### src/rtl/bus_arb_pkg.sv
// Shared definitions for the data-memory bus arbiter: FSM states, requester ids,
// and the default WAIT timeout.
package bus_arb_pkg;

    typedef enum logic [1:0] {
        ST_IDLE = 2'd0,
        ST_WAIT = 2'd1,
        ST_RESP = 2'd2
    } state_t;

    localparam logic M_CPU = 1'b0;
    localparam logic M_DMA = 1'b1;

    localparam int DEFAULT_TIMEOUT = 15;

endpackage

### src/rtl/rr_arbiter2.sv
// Two-way round-robin pick with a last-grant pointer; on a contest the requester
// that was not granted last wins.
module rr_arbiter2
    import bus_arb_pkg::*;
(
    input  logic clk,
    input  logic reset,
    input  logic req0,
    input  logic req1,
    input  logic update,
    output logic grant_valid,
    output logic grant_id
);

    logic last_grant;

    always_comb begin
        grant_valid = req0 | req1;
        if (req0 && req1) begin
            grant_id = ~last_grant;
        end else if (req1) begin
            grant_id = M_DMA;
        end else begin
            grant_id = M_CPU;
        end
    end

    // Pointer starts at M1 so that M0 wins the first contest out of reset.
    always_ff @(posedge clk) begin
        if (reset) begin
            last_grant <= M_DMA;
        end else if (update && grant_valid) begin
            last_grant <= grant_id;
        end
    end

endmodule

### src/rtl/mem_bus_arbiter.sv
// Shares the single data-memory port between the CPU (M0) and the DMA engine (M1),
// one transaction at a time, with a done/err/rdata pulse back to the owner.
module mem_bus_arbiter
    import bus_arb_pkg::*;
#(
    parameter int AW      = 32,
    parameter int DW      = 32,
    parameter int TIMEOUT = DEFAULT_TIMEOUT
) (
    input  logic            clk,
    input  logic            reset,
    input  logic            m0_req,
    input  logic [AW-1:0]   m0_addr,
    input  logic            m0_we,
    input  logic [DW/8-1:0] m0_be,
    input  logic [DW-1:0]   m0_wdata,
    output logic            m0_done,
    output logic            m0_err,
    output logic [DW-1:0]   m0_rdata,
    input  logic            m1_req,
    input  logic [AW-1:0]   m1_addr,
    input  logic            m1_we,
    input  logic [DW/8-1:0] m1_be,
    input  logic [DW-1:0]   m1_wdata,
    output logic            m1_done,
    output logic            m1_err,
    output logic [DW-1:0]   m1_rdata,
    output logic            mem_req,
    output logic [AW-1:0]   mem_addr,
    output logic            mem_we,
    output logic [DW/8-1:0] mem_be,
    output logic [DW-1:0]   mem_wdata,
    input  logic            mem_ack,
    input  logic [DW-1:0]   mem_rdata,
    output logic            busy,
    output logic            owner,
    output logic [1:0]      dbg_state
);

    // Handshake: a requester raises mX_req with its fields and holds them until
    // mX_done; fields are captured at grant, so dropping req mid-transaction has
    // no effect and the transaction still completes with a done pulse.

    localparam int TW = (TIMEOUT > 0) ? $clog2(TIMEOUT + 1) : 1;
    localparam logic [TW-1:0] T_LAST = (TIMEOUT > 0) ? TW'(TIMEOUT - 1) : '0;
    localparam logic [TW-1:0] T_MAX  = '1;

    state_t        state;
    logic [TW-1:0] timer;
    logic          grant_valid;
    logic          grant_id;

    rr_arbiter2 u_rr (
        .clk         (clk),
        .reset       (reset),
        .req0        (m0_req),
        .req1        (m1_req),
        .update      (state == ST_IDLE),
        .grant_valid (grant_valid),
        .grant_id    (grant_id)
    );

    assign dbg_state = state;

    always_ff @(posedge clk) begin
        if (reset) begin
            state     <= ST_IDLE;
            timer     <= '0;
            mem_req   <= 1'b0;
            mem_addr  <= '0;
            mem_we    <= 1'b0;
            mem_be    <= '0;
            mem_wdata <= '0;
            busy      <= 1'b0;
            owner     <= M_CPU;
            m0_done   <= 1'b0;
            m0_err    <= 1'b0;
            m0_rdata  <= '0;
            m1_done   <= 1'b0;
            m1_err    <= 1'b0;
            m1_rdata  <= '0;
        end else begin
            m0_done  <= 1'b0;
            m0_err   <= 1'b0;
            m0_rdata <= '0;
            m1_done  <= 1'b0;
            m1_err   <= 1'b0;
            m1_rdata <= '0;
            case (state)
                ST_IDLE: begin
                    if (grant_valid) begin
                        owner     <= grant_id;
                        mem_addr  <= (grant_id == M_DMA) ? m1_addr  : m0_addr;
                        mem_we    <= (grant_id == M_DMA) ? m1_we    : m0_we;
                        mem_be    <= (grant_id == M_DMA) ? m1_be    : m0_be;
                        mem_wdata <= (grant_id == M_DMA) ? m1_wdata : m0_wdata;
                        mem_req   <= 1'b1;
                        busy      <= 1'b1;
                        timer     <= '0;
                        state     <= ST_WAIT;
                    end
                end
                ST_WAIT: begin
                    // An ack arriving on the timeout cycle still completes normally.
                    if (mem_ack || (TIMEOUT > 0 && timer == T_LAST)) begin
                        mem_req <= 1'b0;
                        state   <= ST_RESP;
                        if (owner == M_DMA) begin
                            m1_done  <= 1'b1;
                            m1_err   <= ~mem_ack;
                            m1_rdata <= (mem_ack && !mem_we) ? mem_rdata : '0;
                        end else begin
                            m0_done  <= 1'b1;
                            m0_err   <= ~mem_ack;
                            m0_rdata <= (mem_ack && !mem_we) ? mem_rdata : '0;
                        end
                    end else if (timer != T_MAX) begin
                        timer <= timer + TW'(1);
                    end
                end
                ST_RESP: begin
                    busy  <= 1'b0;
                    state <= ST_IDLE;
                end
                default: begin
                    mem_req <= 1'b0;
                    busy    <= 1'b0;
                    state   <= ST_IDLE;
                end
            endcase
        end
    end

endmodule

### config.mk
export PLATFORM = sky130hd
export DESIGN_NAME = mem_bus_arbiter
export DESIGN_NICKNAME = d
export VERILOG_FILES = /design/src/rtl/bus_arb_pkg.sv /design/src/rtl/rr_arbiter2.sv /design/src/rtl/mem_bus_arbiter.sv
export SDC_FILE = /design/constraint.sdc
export NUM_CORES = 1
export LEC_CHECK = 0
export CAP_MARGIN = 20
export CORE_AREA = 2 2 124 126
export DETAILED_ROUTE_END_ITERATION = 10
export DIE_AREA = 0 0 126 128
export PLACE_DENSITY = 0.79
export SLEW_MARGIN = 20
export SYNTH_ARGS = -nofsm -noshare
export SYNTH_HDL_FRONTEND = slang
export SYNTH_HIERARCHICAL = 1
export SYNTH_SLANG_ARGS = --single-unit
### constraint.sdc
create_clock -name clk -period 1.9 [get_ports clk]
set_clock_uncertainty 0.15 [all_clocks]
set_input_delay 0.57 -clock clk [delete_from_list [all_inputs] [get_ports clk]]
set_output_delay 0.57 -clock clk [all_outputs]
set_load 0.005 [all_outputs]
# After elaboration in Yosys (flattened, before gate mapping)
# Index checks and enable logic that the tools add are counted.
[totals]
output_inout_bits = 142
in_bits = 175
elab_cells = 67
regBits = 147
[classes]
addsub = 1
muxes = 20
n_reduce_logical = 15
bitwise_logic = 7
eq_ne = 8
[op_table]
columns = ["cell", "n"]
rows = [
  ["2-to-1 mux 32 bit", 3],
  ["2-to-1 mux 4 bit", 4],
  ["!= test 2 bit (second input constant)", 4],
  ["one-hot mux 4 bit (2 select lines)", 1],
  ["OR reduction 4 bit", 2],
  ["2-to-1 mux 1 bit", 7],
  ["NOT 1 bit", 6],
  ["AND reduction 2 bit", 3],
  ["adder 4 x 1 -> 4 bit (second input constant)", 1],
  ["== test 4 bit (second input constant)", 1],
  ["2-to-1 mux 2 bit", 2],
  ["!= test 4 bit (second input constant)", 1],
  ["one-hot mux 2 bit (2 select lines)", 1],
  ["AND reduction 4 bit", 1],
  ["logical AND 1 bit", 3],
  ["one-hot mux 1 bit (3 select lines)", 1],
  ["AND reduction 3 bit", 1],
  ["OR reduction 3 bit", 1],
  ["== test 2 x 1 -> 1 bit (second input constant)", 1],
  ["== test 2 bit (second input constant)", 1],
  ["logical NOT 2 bit", 1],
  ["one-hot mux 1 bit (2 select lines)", 1],
  ["nonzero test 2 bit", 1],
  ["logical NOT 1 bit", 1],
  ["2 further kinds", 2],
]

# Depth between registers and ports, before layout
[logic_depth]
depth_word = 4
mapped_depth = 7
depth_no_buf = 6

# Modules after synthesis
# The synthesis kept the hierarchy.
[by_module_without_submodules]
columns = ["module", "n_inst", "area_each_um2", "cells_each", "seq_area_each_um2"]
rows = [
  ["mem_bus_arbiter", 1, 5497.8, 508, 2922.8],
  ["rr_arbiter2", 1, 56.3, 6, 20.0],
]

# Worst setup path before layout
# OpenSTA, ideal clock, no wires.
[synth_timing]
path_kind = "input -> register"
startpoint = "input port m1_req"
endpoint = "register mem_addr[1]"
required_time_ps = 1664
stages = 6
slack_ps = 152
arrival_ps = 1512
n_path_buf = 2
setup_time_ps = 86
cell_sequence = "or2_2 nand2b_4 nor2_4 buf_6 buf_2 a211oi_1"
[synth_between]
elab_chain_len = 3
elab_cells_between_ends = 6
cone_classes = "3 x mux; 1 x bitwise; 2 x reduce/logical"
[synth_rtl]
columns = ["item", "line_no", "source"]
rows = [
  ["start: declaration", "mem_bus_arbiter.sv:20", "input logic m1_req,"],
  ["2-to-1 mux 1 bit / logical AND 1 bit (equally long branches)", "rr_arbiter2.sv:21, rr_arbiter2.sv:19", ""],
  ["2-to-1 mux 1 bit", "rr_arbiter2.sv:19", "if (req0 && req1) begin"],
  ["2-to-1 mux 32 bit", "mem_bus_arbiter.sv:93", "mem_addr <= (grant_id == M_DMA) ? m1_addr : m0_addr;"],
  ["end signal: assignment", "mem_bus_arbiter.sv:93", ""],
  ["end: declaration", "mem_bus_arbiter.sv:29", "output logic [AW-1:0] mem_addr,"],
]
# Several ways; a longest one is shown, not always the timed one.
# A chain may end at the register's enable or synchronous reset.

# Final worst setup path
[layout_timing]
startpoint = "register state[0], in the netlist dbg_state[0]"
endpoint = "output port dbg_state[0]"
[layout_lines]
columns = ["item", "line_no", "source"]
rows = [
  ["start: declaration", "mem_bus_arbiter.sv:48", "state_t state;"],
  ["start signal: assignment", "mem_bus_arbiter.sv:67", "state <= ST_IDLE;"],
  ["start signal: assignment", "mem_bus_arbiter.sv:100", "state <= ST_WAIT;"],
  ["start signal: assignment", "mem_bus_arbiter.sv:107", "state <= ST_RESP;"],
  ["end: declaration", "mem_bus_arbiter.sv:37", "output logic [1:0] dbg_state"],
]
# No word-level cell between the ends.

==> results.md <==
- Status: complete, no violations
- Wirelength per Cell: 16.39 um
- Dominant combinational cell family by area after synthesis: simple AND/OR/NAND/NOR gates
- Max-slew headroom: 69.93%
- Share of the yosys chip area belonging to registers: 52.98%
- Clock Path Buffers: 2
- Synth top area share: 52.98%
- Final antenna diode count: 0
- Post-synthesis compound-gate area fraction: 13.99%
- # setup viols final: 0
- # IOs: 317
- First-pass GRT wire length: 25.87 mm
- Fin nets: 1,015
- DRT Pass-1 Iters: 6
- Fraction of layout cells with a size suffix above 1: 13.87%
- Area contributors post-synth: dfxtp_1 (53%), mux2i_1 (13%), and2_1 (7.2%)
- Most frequent cells in the layout: clkdlybuf4s50_1 (171), dlygate4sd2_1 (144), dfxtp_1 (136), nor2_1 (75), mux2i_1 (67)
- CTS tree: yes
- Worst Setup Start Kind: register
- Post-Synth Simple-Gate Area: 15.57%
- Syn Nets: 691
- CTS H-tree lvls: 4
- Synth Warn #: 6
- Multi-input logic area: 2426 um^2
- Starting Density: 37.37%
- # fillers: 1,211
- Slew Limit Fails: 0
- DP HPWL: 12.35 mm
- Antenna violations before repair: 0
- Largest area contributor in the netlist: dfxtp_1
- Crit-path slowest cell: dfxtp_1
- Commonest non-fill, non-tap cell in the layout: clkdlybuf4s50_1
- Port Buffers: 316
- R2R cell count: 6
- ANT nets after route: 0
- Chip Width: 126 um
- Fin crit period: 1803 ps
- Crit path DAT: 1080 ps
- Vias per cell: 4.835
- Kind of end point of the critical path: output port
- Chip height: 128 um
- Max_cap viols: 0
- Area Growth Syn to Fin: 72.61%
- Clock-pin transition on the worst setup and hold timing paths: 70 ps
- Final cycle utilization of the critical path: 94.91%
- Synth cell types: 40
- Worst-skew pair later-pin latency: 420 ps
- LEAKAGE: 4.328 nW
- Cts hold-fix bufs: 0
- Routed vias: 5,024
- VDD IR max: 0.5584 mV
- CP Buf/Inv Count: 1
- Vias in the first global route: 5,168
- Worst hold-check path type: input pin to register
- Setup slack, reg-to-reg: 170 ps
- Cell count after synthesis: 514
- Post-route cell area: 9587 um^2
- Stages on the worst setup path: 1
- CP max FO: 4
- CP peak stage delay: 380 ps
- Routed wire length: 17.03 mm
- Worst R2R End: timer[1]
- TritonCTS Buffers: 17
- Layout Utilization: 64.49%
- # rows: 45
- Die ar.: 16,130 um^2
- Fmax: 554.5 MHz
- CP top delay family: flip-flops
- Required @ worst endpoint: 1180 ps
- WS Path Type: register to output port
- Power per cell area: 854.5 nW/um^2
- Register Area: 2957 um^2
- Mapped Avg Cell Area: 10.81 um^2
- Mux cell area share after synthesis: 12.62%
- GR Util All Layers: 20.35%
- RSZ-0062 raised after global routing: false
- Overflow after GRT: 0
- Post-synthesis cell area: 5554 um^2
- Synth Area in XOR/XNOR: 0%
- CP cell instances: dlygate4sd2_1
- Worst Hold Depth: 3
- Worst hold start: reset
- Final Hold Fails: 0
- Post-synthesis adder-cell area fraction: 0.4506%
- Core ar.: 14,860 um^2
- # clock sinks: 147
- Reg2reg start: timer[0]
- Drt drc: 0
- Synth Register Bits: 147
- Largest net degree at the start of global routing: 79
- Gp weighted congestion: 0.8005
- DR iter-0 viols: 253
- Root Driver: clkbuf_16
- Dpl cell area: 8989 um^2
- WHS Endpoint: busy
- Worst-Margin Slew: 451.1 ps
-- how the worst max path moves through the flow --
stage	startpoint	end	slack (ps)
final	dbg_state[0]	dbg_state[0]	100
after CTS	dbg_state[0]	dbg_state[0]	80
after floorplan	m1_req	mem_addr[1]	150
after global routing	dbg_state[0]	dbg_state[0]	30
after detailed placement	m0_req	mem_wdata[8]	-510
after global placement	m0_req	mem_wdata[13]	-430
-- cell usage after synthesis --
| library cell | n |
|---|---|
| o211ai_1 | 1 |
| buf_2 | 24 |
| nor2_1 | 75 |
| a211oi_1 | 40 |
| a21oi_1 | 5 |
| a21boi_0 | 1 |
| a211oi_2 | 29 |
| nor4b_1 | 1 |
| nand2_1 | 2 |
| and3_1 | 1 |
| a221oi_1 | 1 |
| nand3b_1 | 2 |
| nand4_1 | 1 |
| a31oi_1 | 3 |
| nand3b_2 | 1 |
| nor2_2 | 1 |
| o211ai_2 | 1 |
| o32ai_1 | 1 |
| mux2i_1 | 70 |
| ha_1 | 2 |
| and4_1 | 2 |
| nor2_4 | 1 |
| buf_6 | 1 |
| clkbuf_4 | 1 |
| nand4bb_1 | 1 |
| o22ai_1 | 1 |
| or3_1 | 2 |
| or2_2 | 1 |
| nor3_1 | 5 |
| dfxtp_1 | 147 |
| o21bai_2 | 1 |
| o21a_1 | 1 |
| and2b_1 | 1 |
| and2_1 | 64 |
| nand2b_1 | 1 |
| inv_1 | 5 |
| nand3_1 | 2 |
| nand2b_4 | 1 |
| clkbuf_1 | 5 |
| buf_4 | 9 |
-- worst reg2reg max path: stages, from the launching register on --
cell and delay (ps):
dfxtp_2 390, inv_1 60, ha_1 220, o211ai_2 160
nand3b_2 160, or3_1 330, a31oi_1 180
-- per-layer routing --
metal	share of wire, %	up-vias	global-route usage, %
li1	-	2436	-
met1	38	2324	21.60
met2	52	236	37.38
met3	7.8	28	6.260
met4	2.4	0	8.533
met5	0	-	0
-- power by group --
part / switching, mW / internal, mW / total, mW / leakage, nW
Clock: 1.48 / 1.76 / 3.25 / 0.282
Sequential: 0.102 / 3.29 / 3.39 / 1.21
Combinational: 0.656 / 0.897 / 1.55 / 2.84
Total: 2.24 / 5.95 / 8.19 / 4.33
-- sequential cells by signal, summed over array words and instances, names as in the netlist --
register	cells
m0_rdata	32
m1_rdata	32
mem_addr	32
mem_wdata	32
mem_be	4
timer	4
dbg_state	2
busy	1
m0_done	1
m0_err	1
m1_done	1
m1_err	1
mem_req	1
mem_we	1
owner	1
u_rr/last_grant	1
-- kinds of logic (layout without fill, tap and decap cells) --
group / after synthesis / in the layout
AO/OA/AOI/OAI: 85 / 85
adder cells (fa/ha/maj): 2 / 2
buffers and inverters: 45 / 382
flip-flops: 147 / 147
multiplexers: 70 / 70
AND/OR/NAND/NOR: 165 / 165
-- layout make-up --
class | count | area share, %
Timing Repair Buffer | 345 | 35.08
Sequential cell | 147 | 30.84
Inverter | 5 | 0.1958
Tap cell | 188 | 2.454
Clock buffer | 17 | 4.437
Multi-Input combinational cell | 322 | 25.31
Clock inverter | 15 | 1.684
-- repair_timing --
| action | in CTS | in global routing |
|---|---|---|
| resized for setup | 170 | 1 |
| endpoints found under the setup margin | 175 | 1 |
| pin swaps | 1 | 0 |
| gates cloned | 2 | 0 |
| setup buffers | 5 | 0 |
-- stage by stage --
stage               setup TNS [ps]  cells  setup WS (ps)  hold slack [ps]  power, mW
finish                           0   1039          96.71            310.2      8.192
global route                     0   1039          26.31            301.4      8.522
CTS                              0   1039          81.16            287.6      8.254
detailed placement          -44520   1000         -508.1            323.3      5.041
global placement            -37860   1000         -429.0            303.9      4.993
floorplan                        0    514          151.8            308.8      4.092
Note: power is estimated with default switching activity, not from simulation.
